File: src/rtl/gb_regfile_pkg.sv
// Shared codes, enums and pair mapping for the register-file access sequencer.
package gb_regfile_pkg;

    localparam int unsigned REG_W  = 3;
    localparam int unsigned BYTE_W = 8;
    localparam int unsigned WIDE_W = 16;

    localparam logic [REG_W-1:0] REG_A       = 3'd0;
    localparam logic [REG_W-1:0] REG_B       = 3'd1;
    localparam logic [REG_W-1:0] REG_C       = 3'd2;
    localparam logic [REG_W-1:0] REG_D       = 3'd3;
    localparam logic [REG_W-1:0] REG_E       = 3'd4;
    localparam logic [REG_W-1:0] REG_H       = 3'd5;
    localparam logic [REG_W-1:0] REG_L       = 3'd6;
    localparam logic [REG_W-1:0] REG_ILLEGAL = 3'd7;

    localparam logic [1:0] PAIR_BC      = 2'd0;
    localparam logic [1:0] PAIR_DE      = 2'd1;
    localparam logic [1:0] PAIR_HL      = 2'd2;
    localparam logic [1:0] PAIR_ILLEGAL = 2'd3;

    typedef enum logic [2:0] {
        OP_READ8   = 3'd0,
        OP_WRITE8  = 3'd1,
        OP_READ16  = 3'd2,
        OP_WRITE16 = 3'd3,
        OP_INC16   = 3'd4,
        OP_DEC16   = 3'd5
    } rf_op_t;

    typedef enum logic [1:0] {
        IDLE  = 2'd0,
        EXEC1 = 2'd1,
        EXEC2 = 2'd2,
        DONE  = 2'd3
    } seq_state_t;

    // Latched request payload
    typedef struct packed {
        logic [2:0]        op;
        logic [REG_W-1:0]  rsel;
        logic [WIDE_W-1:0] wdata;
    } rf_req_t;

    typedef struct packed {
        logic [REG_W-1:0] hi;
        logic [REG_W-1:0] lo;
    } pair_regs_t;

    // Pair code to {high, low} register codes; high byte is the first-named register
    function automatic pair_regs_t pair_regs(input logic [1:0] pair);
        pair_regs_t r;
        case (pair)
            PAIR_BC: r = '{hi: REG_B, lo: REG_C};
            PAIR_DE: r = '{hi: REG_D, lo: REG_E};
            PAIR_HL: r = '{hi: REG_H, lo: REG_L};
            default: r = '{hi: REG_A, lo: REG_A};
        endcase
        return r;
    endfunction

endpackage

File: src/rtl/rf_rr_arbiter.sv
// Two-way request arbiter with optional round-robin tie-break.
module rf_rr_arbiter #(
    parameter bit ROUND_ROBIN = 1'b1
) (
    input  logic       clk,
    input  logic       rst,
    input  logic       core_req,
    input  logic       dbg_req,
    input  logic       take,
    output logic [1:0] grant_c
);

    // High when debug was the most recent grant
    logic last_dbg_q;

    // One-hot grant: bit 0 core, bit 1 debug
    always_comb begin
        grant_c = 2'b00;
        if (core_req && dbg_req) begin
            if (ROUND_ROBIN && !last_dbg_q) grant_c = 2'b10;
            else                            grant_c = 2'b01;
        end else if (core_req) begin
            grant_c = 2'b01;
        end else if (dbg_req) begin
            grant_c = 2'b10;
        end
    end

    // Remember who was granted last
    always_ff @(posedge clk or negedge rst) begin
        if (!rst)                     last_dbg_q <= 1'b1;
        else if (take && |grant_c)    last_dbg_q <= grant_c[1];
    end

endmodule

File: src/rtl/regfile_access_sequencer.sv
// Shares the register file write port between core and debug, splitting 16-bit ops into byte cycles.
module regfile_access_sequencer #(
    parameter bit ROUND_ROBIN = 1'b1
) (
    input  logic        clk,
    input  logic        rst,
    input  logic        core_req,
    input  logic [2:0]  core_op,
    input  logic [2:0]  core_reg,
    input  logic [15:0] core_wdata,
    output logic        core_done,
    input  logic        dbg_req,
    input  logic [2:0]  dbg_op,
    input  logic [2:0]  dbg_reg,
    input  logic [15:0] dbg_wdata,
    output logic        dbg_done,
    output logic [15:0] rdata,
    output logic        err,
    output logic        busy,
    output logic [2:0]  rf_sel_a,
    output logic [2:0]  rf_sel_b,
    output logic        rf_load_en,
    output logic [7:0]  rf_wr_data,
    input  logic [7:0]  rf_out_a,
    input  logic [7:0]  rf_out_b
);
    import gb_regfile_pkg::*;

    seq_state_t        state_q, state_d;
    rf_req_t           req_q, req_d;
    logic              owner_q;
    logic [BYTE_W-1:0] temp_q, temp_d;
    logic [WIDE_W-1:0] rdata_d;
    logic              err_d;
    logic              take;
    logic [1:0]        grant_c;
    pair_regs_t        pr;
    logic              is16, bad;
    logic [WIDE_W-1:0] pair_val, pair_res;

    rf_rr_arbiter #(.ROUND_ROBIN(ROUND_ROBIN)) u_arb (
        .clk      (clk),
        .rst      (rst),
        .core_req (core_req),
        .dbg_req  (dbg_req),
        .take     (take),
        .grant_c  (grant_c)
    );

    // Payload of whichever requester wins this cycle
    assign req_d = grant_c[1] ? rf_req_t'({dbg_op, dbg_reg, dbg_wdata})
                              : rf_req_t'({core_op, core_reg, core_wdata});

    // Operand decode and 16-bit increment/decrement arithmetic
    always_comb begin
        pr       = pair_regs(req_q.rsel[1:0]);
        is16     = (req_q.op >= 3'(OP_READ16)) && (req_q.op <= 3'(OP_DEC16));
        bad      = (req_q.op > 3'(OP_DEC16)) ||
                   (is16 ? (req_q.rsel[1:0] == PAIR_ILLEGAL) : (req_q.rsel == REG_ILLEGAL));
        pair_val = {rf_out_b, rf_out_a};
        pair_res = (req_q.op == 3'(OP_INC16)) ? pair_val + 16'd1 : pair_val - 16'd1;
    end

    // State register
    always_ff @(posedge clk or negedge rst) begin
        if (!rst) state_q <= IDLE;
        else      state_q <= state_d;
    end

    // Next state, register-file drive and capture values
    always_comb begin
        state_d    = state_q;
        take       = 1'b0;
        rf_sel_a   = 3'd0;
        rf_sel_b   = 3'd0;
        rf_load_en = 1'b0;
        rf_wr_data = 8'd0;
        temp_d     = temp_q;
        rdata_d    = rdata;
        err_d      = err;
        case (state_q)
            IDLE: begin
                if (core_req || dbg_req) begin
                    take    = 1'b1;
                    rdata_d = 16'd0;
                    err_d   = 1'b0;
                    state_d = EXEC1;
                end
            end
            EXEC1: begin
                state_d = DONE;
                if (bad) begin
                    rdata_d = 16'd0;
                    err_d   = 1'b1;
                end else begin
                    case (req_q.op)
                        OP_READ8: begin
                            rf_sel_a = req_q.rsel;
                            rdata_d  = {8'h00, rf_out_a};
                        end
                        OP_WRITE8: begin
                            rf_sel_a   = req_q.rsel;
                            rf_wr_data = req_q.wdata[7:0];
                            rf_load_en = 1'b1;
                        end
                        OP_READ16: begin
                            rf_sel_a = pr.lo;
                            rf_sel_b = pr.hi;
                            rdata_d  = pair_val;
                        end
                        OP_WRITE16: begin
                            rf_sel_a   = pr.lo;
                            rf_wr_data = req_q.wdata[7:0];
                            rf_load_en = 1'b1;
                            temp_d     = req_q.wdata[15:8];
                            state_d    = EXEC2;
                        end
                        default: begin
                            rf_sel_a   = pr.lo;
                            rf_sel_b   = pr.hi;
                            rf_wr_data = pair_res[7:0];
                            rf_load_en = 1'b1;
                            temp_d     = pair_res[15:8];
                            rdata_d    = pair_res;
                            state_d    = EXEC2;
                        end
                    endcase
                end
            end
            EXEC2: begin
                rf_sel_a   = pr.hi;
                rf_wr_data = temp_q;
                rf_load_en = 1'b1;
                state_d    = DONE;
            end
            default: state_d = IDLE;
        endcase
    end

    // Request latch, temp byte and registered status outputs
    always_ff @(posedge clk or negedge rst) begin
        if (!rst) begin
            req_q     <= '0;
            owner_q   <= 1'b0;
            temp_q    <= 8'd0;
            rdata     <= 16'd0;
            err       <= 1'b0;
            busy      <= 1'b0;
            core_done <= 1'b0;
            dbg_done  <= 1'b0;
        end else begin
            if (take) begin
                req_q   <= req_d;
                owner_q <= grant_c[1];
            end
            temp_q    <= temp_d;
            rdata     <= rdata_d;
            err       <= err_d;
            busy      <= (state_d != IDLE);
            core_done <= (state_d == DONE) && !owner_q;
            dbg_done  <= (state_d == DONE) && owner_q;
        end
    end

endmodule
File: config.mk
export PLATFORM = sky130hd
export DESIGN_NAME = regfile_access_sequencer
export DESIGN_NICKNAME = d
export VERILOG_FILES = /design/src/rtl/gb_regfile_pkg.sv /design/src/rtl/rf_rr_arbiter.sv /design/src/rtl/regfile_access_sequencer.sv
export SDC_FILE = /design/constraint.sdc
export NUM_CORES = 1
export LEC_CHECK = 0
export ABC_AREA = 1
export ABC_CLOCK_PERIOD_IN_PS = 3300
export CORE_MARGIN = 2
export CORE_UTILIZATION = 35
export DETAILED_ROUTE_END_ITERATION = 6
export PLACE_DENSITY = 0.62
export SLEW_MARGIN = 5
export SYNTH_ARGS = -nofsm -noshare
export SYNTH_HDL_FRONTEND = slang
export SYNTH_HIERARCHICAL = 1
export SYNTH_SLANG_ARGS = --single-unit
File: constraint.sdc
create_clock -name clk -period 3.3 [get_ports clk]
set_input_delay 0.66 -clock clk [delete_from_list [all_inputs] [get_ports clk]]
set_output_delay 0.66 -clock clk [all_outputs]
set_load 0.02 [all_outputs]
Word-level counts from Yosys, hierarchy flattened
Cells that the tools add are included. Widths: inputs -> output; s select.

Register bits: 54. Input bits: 64. Word-level logic and storage cells: 89.

Add/sub/neg operators: 2. Magnitude comparators: 3. Eq/ne operators: 14. Mux-type cells: 34. Bitwise logic cells: 2. Reduce and logical (&&, ||, !) cells: 22.

Operators by type and width (number): $mux 16 (3); $pmux 16 s3 (1); $pmux 8 s2 (3); $pmux 16 s2 (1); $mux 22 (1); $pmux 6 s3 (1); $add 16x1->16 const B (1); $sub 16x1->16 const B (1); $mux 3 (5); $mux 2 (5); $mux 1 (9); $reduce_and 3->1 (3); $eq 2x2->1 const B (4); $mux 8 (1); $reduce_or 2->1 (4); $eq 3x2->1 const B (2); $eq 3x3->1 const B (2); $pmux 2 s3 (1); $pmux 3 s2 (1); $reduce_or 3->1 (2); $logic_and 1x1->1 (5); $eq 2x1->1 const B (2); $logic_not 2->1 (2); $ne 2x2->1 const B (2); other kinds (11) (15).

Depth between registers and ports, before layout
Gate-level depths: netlist (run 1).

Word-level depth: 8. Gate-level depth with buffers: 15.

By module
Netlist (run 1), hierarchy kept.

Modules (own cells, without submodules): regfile_access_sequencer (instances 1, cells an instance 589, area an instance 3907.5 sq um, sequential area each 1326.3 sq um); rf_rr_arbiter (instances 1, cells an instance 8, area an instance 61.3 sq um, sequential area each 26.3 sq um).

Worst setup path after synthesis (run 1)
Ideal clock, no wire load.

Path type: flip-flop to output port. Start: register req_q[20] in the netlist's numbering. End: output rf_wr_data[4]. Arrival time: 2.418 ns. Data required time: 2.640 ns. Slack: 0.222 ns. Cell stages (with the launch flop): 12. Buffers on the path: 0. Path through: dfrtp_1 > inv_1 > nand3_1 > ha_1 > nand2_1 > nand2_1 > inv_1 > nand2_1 > xnor2_1 > o21ai_0 > nand2_1 > a21oi_1.

Cells in the longest elaborated chain, start to end: 6. Elaborated cells on any way between the ends: 17. Classes of those cells: order compare: 3; eq/ne: 4; mux: 5; reduce/logical: 5.

RTL lines: from (decl) (line regfile_access_sequencer.sv:30) `rf_req_t req_q, req_d;`; from (signal assigned) (line regfile_access_sequencer.sv:153) `req_q <= req_d;`; $ge 3x2->1 / $le 3x3->1 (equally long branches) (line regfile_access_sequencer.sv:57) `is16 = (req_q.op >= 3'(OP_READ16)) && (req_q.op <= 3'(OP_DEC16));`; $logic_and 1x1->1 (line regfile_access_sequencer.sv:57); $mux 1 (line regfile_access_sequencer.sv:59) `(is16 ? (req_q.rsel[1:0] == PAIR_ILLEGAL) : (req_q.rsel == REG_ILLEGAL));`; $logic_or 1x1->1 (line regfile_access_sequencer.sv:58) `bad = (req_q.op > 3'(OP_DEC16)) ||`; $mux 8 (*) (line regfile_access_sequencer.sv:92) `if (bad) begin`; $pmux 8 s2 (*) (line regfile_access_sequencer.sv:81) `case (state_q)`; to (decl) (line regfile_access_sequencer.sv:23) `output logic [7:0] rf_wr_data,`.

Mark *: on every way between the ends. The rest lies on a longest branch, timed or not.

Final worst setup path (run 1)
Start: input rf_out_a[1]. End: output rf_wr_data[7].

Cells in the longest elaborated chain, start to end: 5. Elaborated cells on any way between the ends: 6. Classes of those cells: add/sub: 2; mux: 4.

RTL lines: from (decl) (line regfile_access_sequencer.sv:24) `input logic [7:0] rf_out_a,`; $sub 16x1->16 / $add 16x1->16 (equally long branches) (line regfile_access_sequencer.sv:61) `pair_res = (req_q.op == 3'(OP_INC16)) ? pair_val + 16'd1 : pair_val - 16'd1;`; $mux 16 (*) (line regfile_access_sequencer.sv:61); $pmux 8 s2 (*) (line regfile_access_sequencer.sv:96) `case (req_q.op)`; $mux 8 (*) (line regfile_access_sequencer.sv:92); $pmux 8 s2 (*) (line regfile_access_sequencer.sv:81).

Marked as above.

==> summary.txt, run 1 <==
Status
  – Status: finished clean

Clock tree
  – Longest Clk Path Bufs: 2
  – Clock transition at path regs: 0.07 ns
  – CTS tree: done
  – Clk Latency, worst-skew pair: 0.29 ns
  – TritonCTS Buffers: 5
  – CTS root buf: clkbuf_16
  – CTS Hold Bufs: 0
  – CTS sink cnt: 54
  – H-tree levels: 2

Min path
  – Hold crit path type: input pin to async pin

Timing
  – Slack of the critical path: 0.108 ns
  – Worst-Margin Slew: 0.644 ns
  – Peak Freq: 313 MHz
  – Min Tclk post-route: 3.19 ns
  – Final Slew Violations: 0
  – Slew margin rel.: 56.9%
  – Final Setup Violations: 0
  – Clock Skew: 0.00547 ns
  – Final hold slack: 0.382 ns
  – Final hold vios: 0
  – Final period util: 96.7%
  – RSZ-0062 raised after global routing: no

Power and ir drop
  – Internal Power: 0.00257 W
  – Pleak: 2.84 nW
  – Power density over the cells: 901 nW/um2
  – Sw Ratio: 47.6%
  – Worst VDD drop: 354 uV
  – Switch Pwr: 0.00234 W
  – Combinational share of power: 63.4%
  – Clk network pwr share: 12.2%
  – Seq pwr share: 24.4%

Setup path
  – CP endpoint kind: output port
  – Critical R2R Launch: req_q[19]
  – Crit path launch: rf_out_a[1]
  – Startpoint Class: input pin
  – CP required: 2.64 ns
  – Worst Path Arrival: 2.53 ns
  – Crit path kind: input pin to output port
  – CP max FO: 2

Synthesis
  – Net Count, Synth: 684
  – Syn Area/Cell: 6.65 um2
  – Yosys warns: 6
  – Syn Inst Count: 596
  – Mapped Area: 3960 um2

Drt
  – Vias: 4122
  – Vias per cell: 4.83
  – Drt initial violations: 192
  – Drt drc: 0
  – WL/cell: 13.3 um
  – Detail Route Antenna Nets: 0
  – Drt total wl: 11300 um
  – First-pass DRT Iterations: 5

Global route
  – Largest net degree at the start of global routing: 45
  – First-pass GRT wire length: 18800 um
  – Total GRT Usage: 19.8%
  – Vias in the first global route: 3940
  – GRT overflow: 0
  – Initial antenna violation count: 0

Die
  – Initial Util: 36.2%
  – Die Ht: 110 um
  – Core area: 10900 um2
  – Die ar.: 12200 um2
  – Die span in x: 110 um
  – FP Rows: 38
  – I/O Pins: 99

Place
  – IO Port Bufs: 98
  – Post-DP HPWL: 9070 um
  – Placed insts: 845
  – Area post-placement: 5240 um2
  – RD Place Congestion: 0.947
  – Setup WS pre-CTS: -0.456 ns

Layout
  – # diodes: 0
  – Final net count: 800
  – Layout cells sized above 1: 9.68%
  – Final Instance Area: 5440 um2
  – Area grow syn2layout: 37.3%
  – Final core area utilization: 49.7%
  – Fin cells: 853
  – Layout fillers: 1121

Flow run
  – Max-Cap Viols: 0
[final timing paths]
check | end | slack (ns) | cells past startpoint
worst max-delay path | rf_wr_data[7] | 0.11 | 11
min in group clk | core_done | 0.46 | 1
max in group asynchronous | req_q[14] | 2.10 | 2
worst min register to register | core_done | 0.46 | 1
worst max register to register | temp_q[6] | 0.88 | 15
worst min-delay path | err | 0.38 | 1
[power groups by stage]
stage	registers (W)	logic, W	clock network [W]
finish	0.00120	0.00311	0.000597
global route	0.00124	0.00349	0.000645
CTS	0.00120	0.00307	0.000612
detailed placement	0.00121	0.00307	0
global placement	0.00120	0.00305	0
floorplan	0.00131	0.00185	0
[what timing repair did]
item | 4_1_cts | 5_1_grt
resized for setup | 24 | 20
pin swaps | 0 | 2
setup endpoints to repair | 7 | 10
buffers inserted | 0 | 0
[state kept, by name (all words and copies together), names as in the netlist]
register          count
err                   1
owner_q               1
req_q                22
rdata                16
temp_q                8
dbg_done              1
busy                  1
state_q               2
u_arb/last_dbg_q      1
core_done             1
[placed cells by master, fill, tap and decap left out, types with 2 or more instances in the layout]
cell / instances
clkdlybuf4s50_1: 87
nor3_1: 3
xnor2_1: 2
a21oi_2: 5
dlymetal6s2s_1: 3
nor2_1: 47
nand4_1: 4
xor2_1: 3
clkbuf_16: 5
buf_4: 32
inv_1: 71
nand2_1: 232
a21boi_0: 4
buf_2: 3
nor2_4: 3
o21ai_0: 20
o211ai_2: 2
o31ai_1: 2
ha_1: 22
o21ai_1: 3
inv_2: 4
nand2_2: 2
a21oi_1: 20
nand3_1: 38
clkbuf_1: 2
nand2_4: 3
a31oi_1: 24
dfrtp_1: 53
[metrics by stage]
step	total power [W]	TNS (ns)
after detailed placement	0.00428	-2.39
after floorplan	0.00315	0
after global placement	0.00425	-2.26
after global routing	0.00538	0
after CTS	0.00488	-0.0249
final	0.00490	0
[routing by layer]
metal  track usage (%)  vias up  routed length, um
met5                 0        -                  0
met4              3.84        0                 95
met3              2.35        8                547
met2              31.1      111               4970
met1              29.6     1874               5710
li1                  -     2129                  -
[final cells by class]
cell class	instances	area, um2	share of cell area (%)
timing repair buffer	127	1180	21.8
clock inverter	1	30.0	0.552
clock buffer	7	133	2.44
multi-input combinational	448	2280	41.9
tap	140	175	3.22
inverter	76	288	5.29
sequential	54	1350	24.9
[critical path, cell delays in order]
cell and delay [ns]:
clkdlybuf4s50_1 0.43, buf_4 0.15, ha_1 0.30, nand3_1 0.11
nand3_2 0.11, nand2_1 0.11, nand3_1 0.09, nand3_1 0.11
nand3_1 0.08, a21oi_2 0.20, buf_4 0.17
Power figures use the tool's default switching activity.
==> run 2, diff against run 1 <==
--- a/config.mk
+++ b/config.mk
@@ -13,2 +13,3 @@
 export PLACE_DENSITY = 0.62
+export SKIP_CTS_REPAIR_TIMING = 1
 export SLEW_MARGIN = 5
--- a/constraint.sdc
+++ b/constraint.sdc
@@ -3,2 +3,2 @@
 set_output_delay 0.66 -clock clk [all_outputs]
-set_load 0.02 [all_outputs]
+set_load 0.005 [all_outputs]
==> run 2 against run 1 <==
The flow now finishes with violations (negative setup slack). Utilization grew 0.30 points. Clock-buffer cell count is 2 lower. Sequential power barely moved. Sequential cell count stayed put. Design area increased by 0.60%. Largest cell class unchanged. Highest routed layer unchanged.
==> summary.txt, run 2 (synthesized netlist as in run 1, its figures left out) <==
Power and ir drop
  – Combinational share of power: 61.5% (-1.9 points)
  – Sw Ratio: 45.1% (-2.5 points)
  – Clk network pwr share: 12.8% (+0.6 points)
  – Worst VDD drop: 345 uV (-2.4%)
  – Seq pwr share: 25.7% (+1.3 points)
  – Internal Power: 0.00257 W (+0.26%)
  – Switch Pwr: 0.00211 W (-9.4%)
  – Pleak: 2.86 nW (+0.86%)
  – Power density over the cells: 857 nW/um2 (-4.9%)
  – Total chip power: 0.00469 W (-4.4%)

Setup path
  – Worst Path Arrival: 2.86 ns (+0.33 ns)
  – CP endpoint kind: output port
  – FF-to-FF path depth: 15 (unchanged)
  – Critical R2R Launch: req_q[20]
  – R2r endpoint: temp_q[6]
  – Crit path kind: input pin to output port
  – FF-to-FF setup slack: 0.90 ns (+0.02 ns)
  – Startpoint Class: input pin
  – CP required: 2.64 ns (about the same)
  – CP max FO: 2 (unchanged)

Flow run
  – Max-Cap Viols: 0 (unchanged)

Place
  – Placed insts: 842 (-0.36%)
  – IO Port Bufs: 98 (unchanged)
  – RD Place Congestion: 0.937 (-1.1%)
  – Post-DP HPWL: 8950 um (-1.3%)

Drt
  – Drt total wl: 11300 um (+0.25%)
  – Vias per cell: 4.77 (-1.3%)
  – WL/cell: 13.3 um (+0.25%)
  – Drt initial violations: 174 (-9.4%)
  – Vias: 4070 (-1.3%)
  – Drt drc: 0 (unchanged)
  – Detail Route Antenna Nets: 0 (unchanged)
  – First-pass DRT Iterations: 4 (-1)

Status
  – Failing checks: negative setup slack
  – Status: finished, violations left

Clock tree
  – H-tree levels: 2 (unchanged)
  – CTS root buf: clkbuf_16
  – CTS sink cnt: 54 (unchanged)
  – Clock transition at path regs: 0.07 ns (about the same)
  – CTS tree: done
  – Longest Clk Path Bufs: 2 (unchanged)
  – TritonCTS Buffers: 5 (unchanged)
  – Clk Latency, worst-skew pair: 0.30 ns (about the same)

Die
  – Initial Util: 36.2% (unchanged)
  – I/O Pins: 99 (unchanged)
  – Die span in x: 110 um (unchanged)
  – Core area: 10900 um2 (unchanged)
  – FP Rows: 38 (unchanged)
  – Die ar.: 12200 um2 (unchanged)
  – Die Ht: 110 um (unchanged)

Layout
  – Largest Register: req_q
  – Final net count: 800 (unchanged)
  – # diodes: 0 (unchanged)
  – Fin cells: 853 (unchanged)
  – Layout cells sized above 1: 9.54% (-0.14 points)
  – Leading cell type in the layout, fill and taps excluded: nand2_1
  – Area grow syn2layout: 38.1%
  – Most frequent cells in the layout: 232 x nand2_1, 91 x clkdlybuf4s50_1, 70 x inv_1
  – Max FFs per register: 22 (unchanged)
  – Largest regs: req_q x22, rdata x16, temp_q x8

Timing
  – Min Tclk post-route: 3.52 ns (+0.323 ns)
  – Slew margin rel.: 53.8% (-3.1 points)
  – Setup TNS: -0.215 ns (-0.215 ns)
  – Final Setup Violations: 1 (+1)
  – Final hold slack: 0.455 ns (+0.0731 ns)
  – Final Slew Violations: 0 (unchanged)
  – Slack of the critical path: -0.215 ns (-0.323 ns)
  – Final period util: 107% (+9.8 points)
  – Final hold vios: 0 (unchanged)
  – Worst-Margin Slew: 0.693 ns (+0.0483 ns)
  – Peak Freq: 284 MHz (-9.2%)
  – RSZ-0062 raised after global routing: yes
  – Clock Skew: 0.0110 ns (+0.00554 ns)

Global route
  – Most crowded layer after global routing: met2
  – Routing usage on met3: 2.76% (+0.41 points)
  – Initial antenna violation count: 0 (unchanged)
  – Met1 usage in global routing: 28.5% (-1.1 points)
  – GRT met2 Usage: 31.2% (+0.13 points)
  – First-pass GRT wire length: 18700 um (-0.51%)
  – Total GRT Usage: 19.7% (-0.12 points)
  – Largest net degree at the start of global routing: 55 (+22%)
  – Vias in the first global route: 3919 (-0.53%)
  – GRT overflow: 0 (unchanged)

Min path
  – Hold crit path type: flop to flop
  – Hold Startpoint: owner_q
  – Hold EP: core_done
  – Hold Crit Depth: 1
[run 2: metrics by stage]
stage,area (um2),setup WS [ns],utilization [%]
5_1_grt,5470,-0.351,50.0
6_report,5470,-0.215,50.0
3_3_place_gp,5220,-0.293,47.7
2_1_floorplan,3960,0.431,-
3_5_place_dp,5220,-0.347,47.7
4_1_cts,5380,-0.358,49.2
[run 2: power by group through the flow]
stage,registers [W],clock network (W),logic [W]
floorplan,0.00117,0,0.00176
global placement,0.00121,0,0.00280
detailed placement,0.00122,0,0.00283
CTS,0.00121,0.000619,0.00284
global route,0.00125,0.000642,0.00327
finish,0.00120,0.000598,0.00289
[run 2: worst max path at each step]
| stage | startpoint | to | slack (ns) |
|---|---|---|---|
| after CTS | rf_out_a[0] | rf_wr_data[4] | -0.36 |
| after global routing | rf_out_a[0] | rf_wr_data[4] | -0.35 |
| final | rf_out_a[0] | rf_wr_data[4] | -0.22 |
| after detailed placement | rf_out_a[0] | rf_wr_data[4] | -0.35 |
| after global placement | rf_out_a[0] | rf_wr_data[4] | -0.29 |
| after floorplan | req_q[20] | rf_wr_data[4] | 0.43 |
[run 2: layout make-up]
class | instances | area [um2]
clock buffers | 5 | 125
clock inverters | 3 | 40.0
fillers | 1109 | 5460
inverters | 76 | 288
multi-input cells | 448 | 2290
flip-flops and latches | 54 | 1350
well taps | 140 | 175
repair buffers | 127 | 1200
[run 2: critical path: stages]
cell             delay, ns
clkdlybuf4s50_1       0.50
inv_1                 0.09
fa_2                  0.40
inv_1                 0.08
nand3_1               0.06
nand2_1               0.10
xnor2_1               0.10
o21ai_1               0.14
nand2_1               0.08
a21oi_2               0.13
clkdlybuf4s50_1       0.52
[run 2: layer usage]
metal | vias up | part of all wire (%)
met5 | - | 0
li1 | 2123 | -
met1 | 1841 | 50
met2 | 100 | 44
met4 | 0 | 0.86
met3 | 6 | 4.7
==> run 3, diff against run 2 <==
Settings changed: REMOVE_ABC_BUFFERS from default to 1.
==> run 3 against run 2 <==
Largest power group unchanged. The run still ends with negative setup slack left. Sequential cell count did not move. Die area stayed put. Total power up 2.7%. Critical path type unchanged. Highest routed layer unchanged. Critical endpoint is now rf_wr_data[2]. First-iteration DRC count rose by 49%.
==> summary.txt, run 3 (synthesized netlist as in run 1, its figures left out) <==
Die
  – I/O Pins: 99 (unchanged)
  – Core area: 10900 um2 (unchanged)
  – Initial Util: 36.2% (unchanged)
  – FP Rows: 38 (unchanged)
  – Die ar.: 12200 um2 (unchanged)
  – Die Ht: 110 um (unchanged)
  – Die span in x: 110 um (unchanged)

Global route
  – Initial antenna violation count: 0 (unchanged)
  – GRT met2 Usage: 34.8% (+3.6 points)
  – Routing usage on met3: 3.59% (+0.82 points)
  – Vias in the first global route: 4168 (+6.4%)
  – GRT overflow: 0 (unchanged)
  – Most crowded layer after global routing: met2
  – Largest net degree at the start of global routing: 31 (-44%)
  – Total GRT Usage: 20.4% (+0.65 points)
  – Met1 usage in global routing: 26.8% (-1.7 points)
  – First-pass GRT wire length: 19400 um (+3.5%)

Layout
  – Final net count: 804 (+0.50%)
  – Max FFs per register: 22 (unchanged)
  – Largest regs: req_q x22, rdata x16, temp_q x8
  – Leading cell type in the layout, fill and taps excluded: nand2_1
  – Layout fillers: 1134 (+2.3%)
  – # diodes: 0 (unchanged)
  – Final Instance Area: 5570 um2 (+1.7%)
  – Fin cells: 857 (+0.47%)
  – Layout cells sized above 1: 10.6% (+1.1 points)
  – Area grow syn2layout: 40.5%
  – Most frequent cells in the layout: 231 x nand2_1, 88 x clkdlybuf4s50_1, 70 x inv_1
  – Largest Register: req_q

Timing
  – Final period util: 104% (-2.2 points)
  – Final Setup Violations: 2 (+1)
  – Final hold slack: 0.384 ns (-0.0715 ns)
  – Clock Skew: 0.00743 ns (-0.00357 ns)
  – Worst-Margin Slew: 0.723 ns (+0.0301 ns)
  – Slew margin rel.: 51.8% (-2.1 points)
  – Setup TNS: -0.142 ns (+0.0732 ns)
  – Slack of the critical path: -0.141 ns (+0.0742 ns)
  – Peak Freq: 291 MHz (+2.2%)
  – Final hold vios: 0 (unchanged)
  – Final Slew Violations: 0 (unchanged)
  – Min Tclk post-route: 3.44 ns (-0.0742 ns)
  – RSZ-0062 raised after global routing: yes

Drt
  – Drt initial violations: 259 (+49%)
  – Drt total wl: 12200 um (+7.1%)
  – WL/cell: 14.2 um (+6.6%)
  – First-pass DRT Iterations: 4 (unchanged)
  – Detail Route Antenna Nets: 0 (unchanged)
  – Vias per cell: 4.92 (+3.2%)
  – Drt drc: 0 (unchanged)
  – Vias: 4218 (+3.6%)

Clock tree
  – CTS tree: done
  – Clk Latency, worst-skew pair: 0.29 ns (about the same)
  – Longest Clk Path Bufs: 2 (unchanged)
  – Clock transition at path regs: 0.08 ns (about the same)
  – TritonCTS Buffers: 5 (unchanged)
  – CTS sink cnt: 54 (unchanged)
  – H-tree levels: 2 (unchanged)
  – CTS root buf: clkbuf_16

Place
  – Placed insts: 843 (+0.12%)
  – Area post-placement: 5230 um2 (+0.14%)
  – Post-DP HPWL: 9340 um (+4.3%)
  – RD Place Congestion: 0.901 (-3.8%)
  – IO Port Bufs: 98 (unchanged)

Setup path
  – Critical path's slowest cell: clkdlybuf4s50_1
  – CP max FO: 2 (unchanged)
  – Startpoint Class: input pin
  – CP required: 2.64 ns (about the same)
  – Crit-path max cell delay: 0.55 ns (+0.03 ns)
  – Crit path kind: input pin to output port
  – CP endpoint kind: output port
  – Worst Path Arrival: 2.78 ns (-0.08 ns)
  – CP Cell Sequence: clkdlybuf4s50_1 > inv_1 > fa_2 > xor2_1 > o21ai_1 > nand2_1 > a21oi_2 > clkdlybuf4s50_1
  – Cell repeated most along the worst path: clkdlybuf4s50_1

Power and ir drop
  – Total chip power: 0.00482 W (+2.7%)
  – Worst VDD drop: 403 uV (+17%)
  – Pleak: 2.91 nW (+1.8%)
  – Power density over the cells: 865 nW/um2 (+0.98%)

Status
  – Failing checks: negative setup slack
  – Status: finished, violations left

Flow run
  – Max-Cap Viols: 0 (unchanged)

Min path
  – Hold crit path type: input pin to async pin
[run 3: cell types whose count changed in the layout (fill, tap and decap cells not counted), moves of 2 or more]
| cell | previous run | this run |
|---|---|---|
| clkdlybuf4s50_1 | 91 | 88 |
| o21ai_0 | 21 | 19 |
| ha_1 | 21 | 18 |
| o21ai_1 | 2 | 4 |
| clkinv_2 | 2 | 0 |
| buf_4 | 29 | 32 |
| ha_4 | 2 | 5 |
| dlymetal6s2s_1 | 5 | 9 |
[run 3: worst max-delay path: cells and delay by family]
family	cells	cell delay (ns)
AND/OR/NAND/NOR	1	0.08
buffers and inverters	3	1.11
AO/OA/AOI/OAI	2	0.36
adder cells (fa/ha/maj)	1	0.40
XOR/XNOR	1	0.18
[run 3: metal layers]
layer,up-vias,routed length (um)
li1,2127,-
met1,1959,5600
met2,122,5800
met3,10,644
met4,0,108
met5,-,0
[run 3: final timing paths]
check                            start                to  slack, ns  cells after the start
min in group clk               owner_q         core_done       0.47                      1
hold reg to reg                owner_q         core_done       0.47                      1
hold / removal                     rst         req_q[11]       0.38                      1
setup / recovery           rf_out_a[0]     rf_wr_data[2]      -0.14                      8
setup reg to reg             req_q[20]         temp_q[4]       0.81                     16
max in group asynchronous          rst  u_arb/last_dbg_q       2.05                      2
[run 3: report_power, final]
part	switching, W	total, W	internal, W	leakage (nW)
combinational	0.00173	0.00298	0.00125	2.17
clock	0.000262	0.000625	0.000363	0.0844
sequential	0.000215	0.00121	0.000997	0.654
[run 3: through the flow]
| step | setup slack, ns | util (%) |
|---|---|---|
| after floorplan | 0.358 | - |
| after global placement | -0.268 | 47.8 |
| after detailed placement | -0.327 | 47.8 |
| after CTS | -0.332 | 49.4 |
| after global routing | -0.262 | 50.9 |
| final | -0.141 | 50.9 |
[run 3: layout make-up]
class | count | area, um2 | share of cell area (%)
Tap cell | 140 | 175 | 3.15
Timing Repair Buffer | 131 | 1250 | 22.5
Sequential cell | 54 | 1350 | 24.3
Inverter | 76 | 288 | 5.17
Multi-Input combinational cell | 448 | 2330 | 41.8
Clock inverter | 3 | 47.5 | 0.854
Clock buffer | 5 | 125 | 2.25
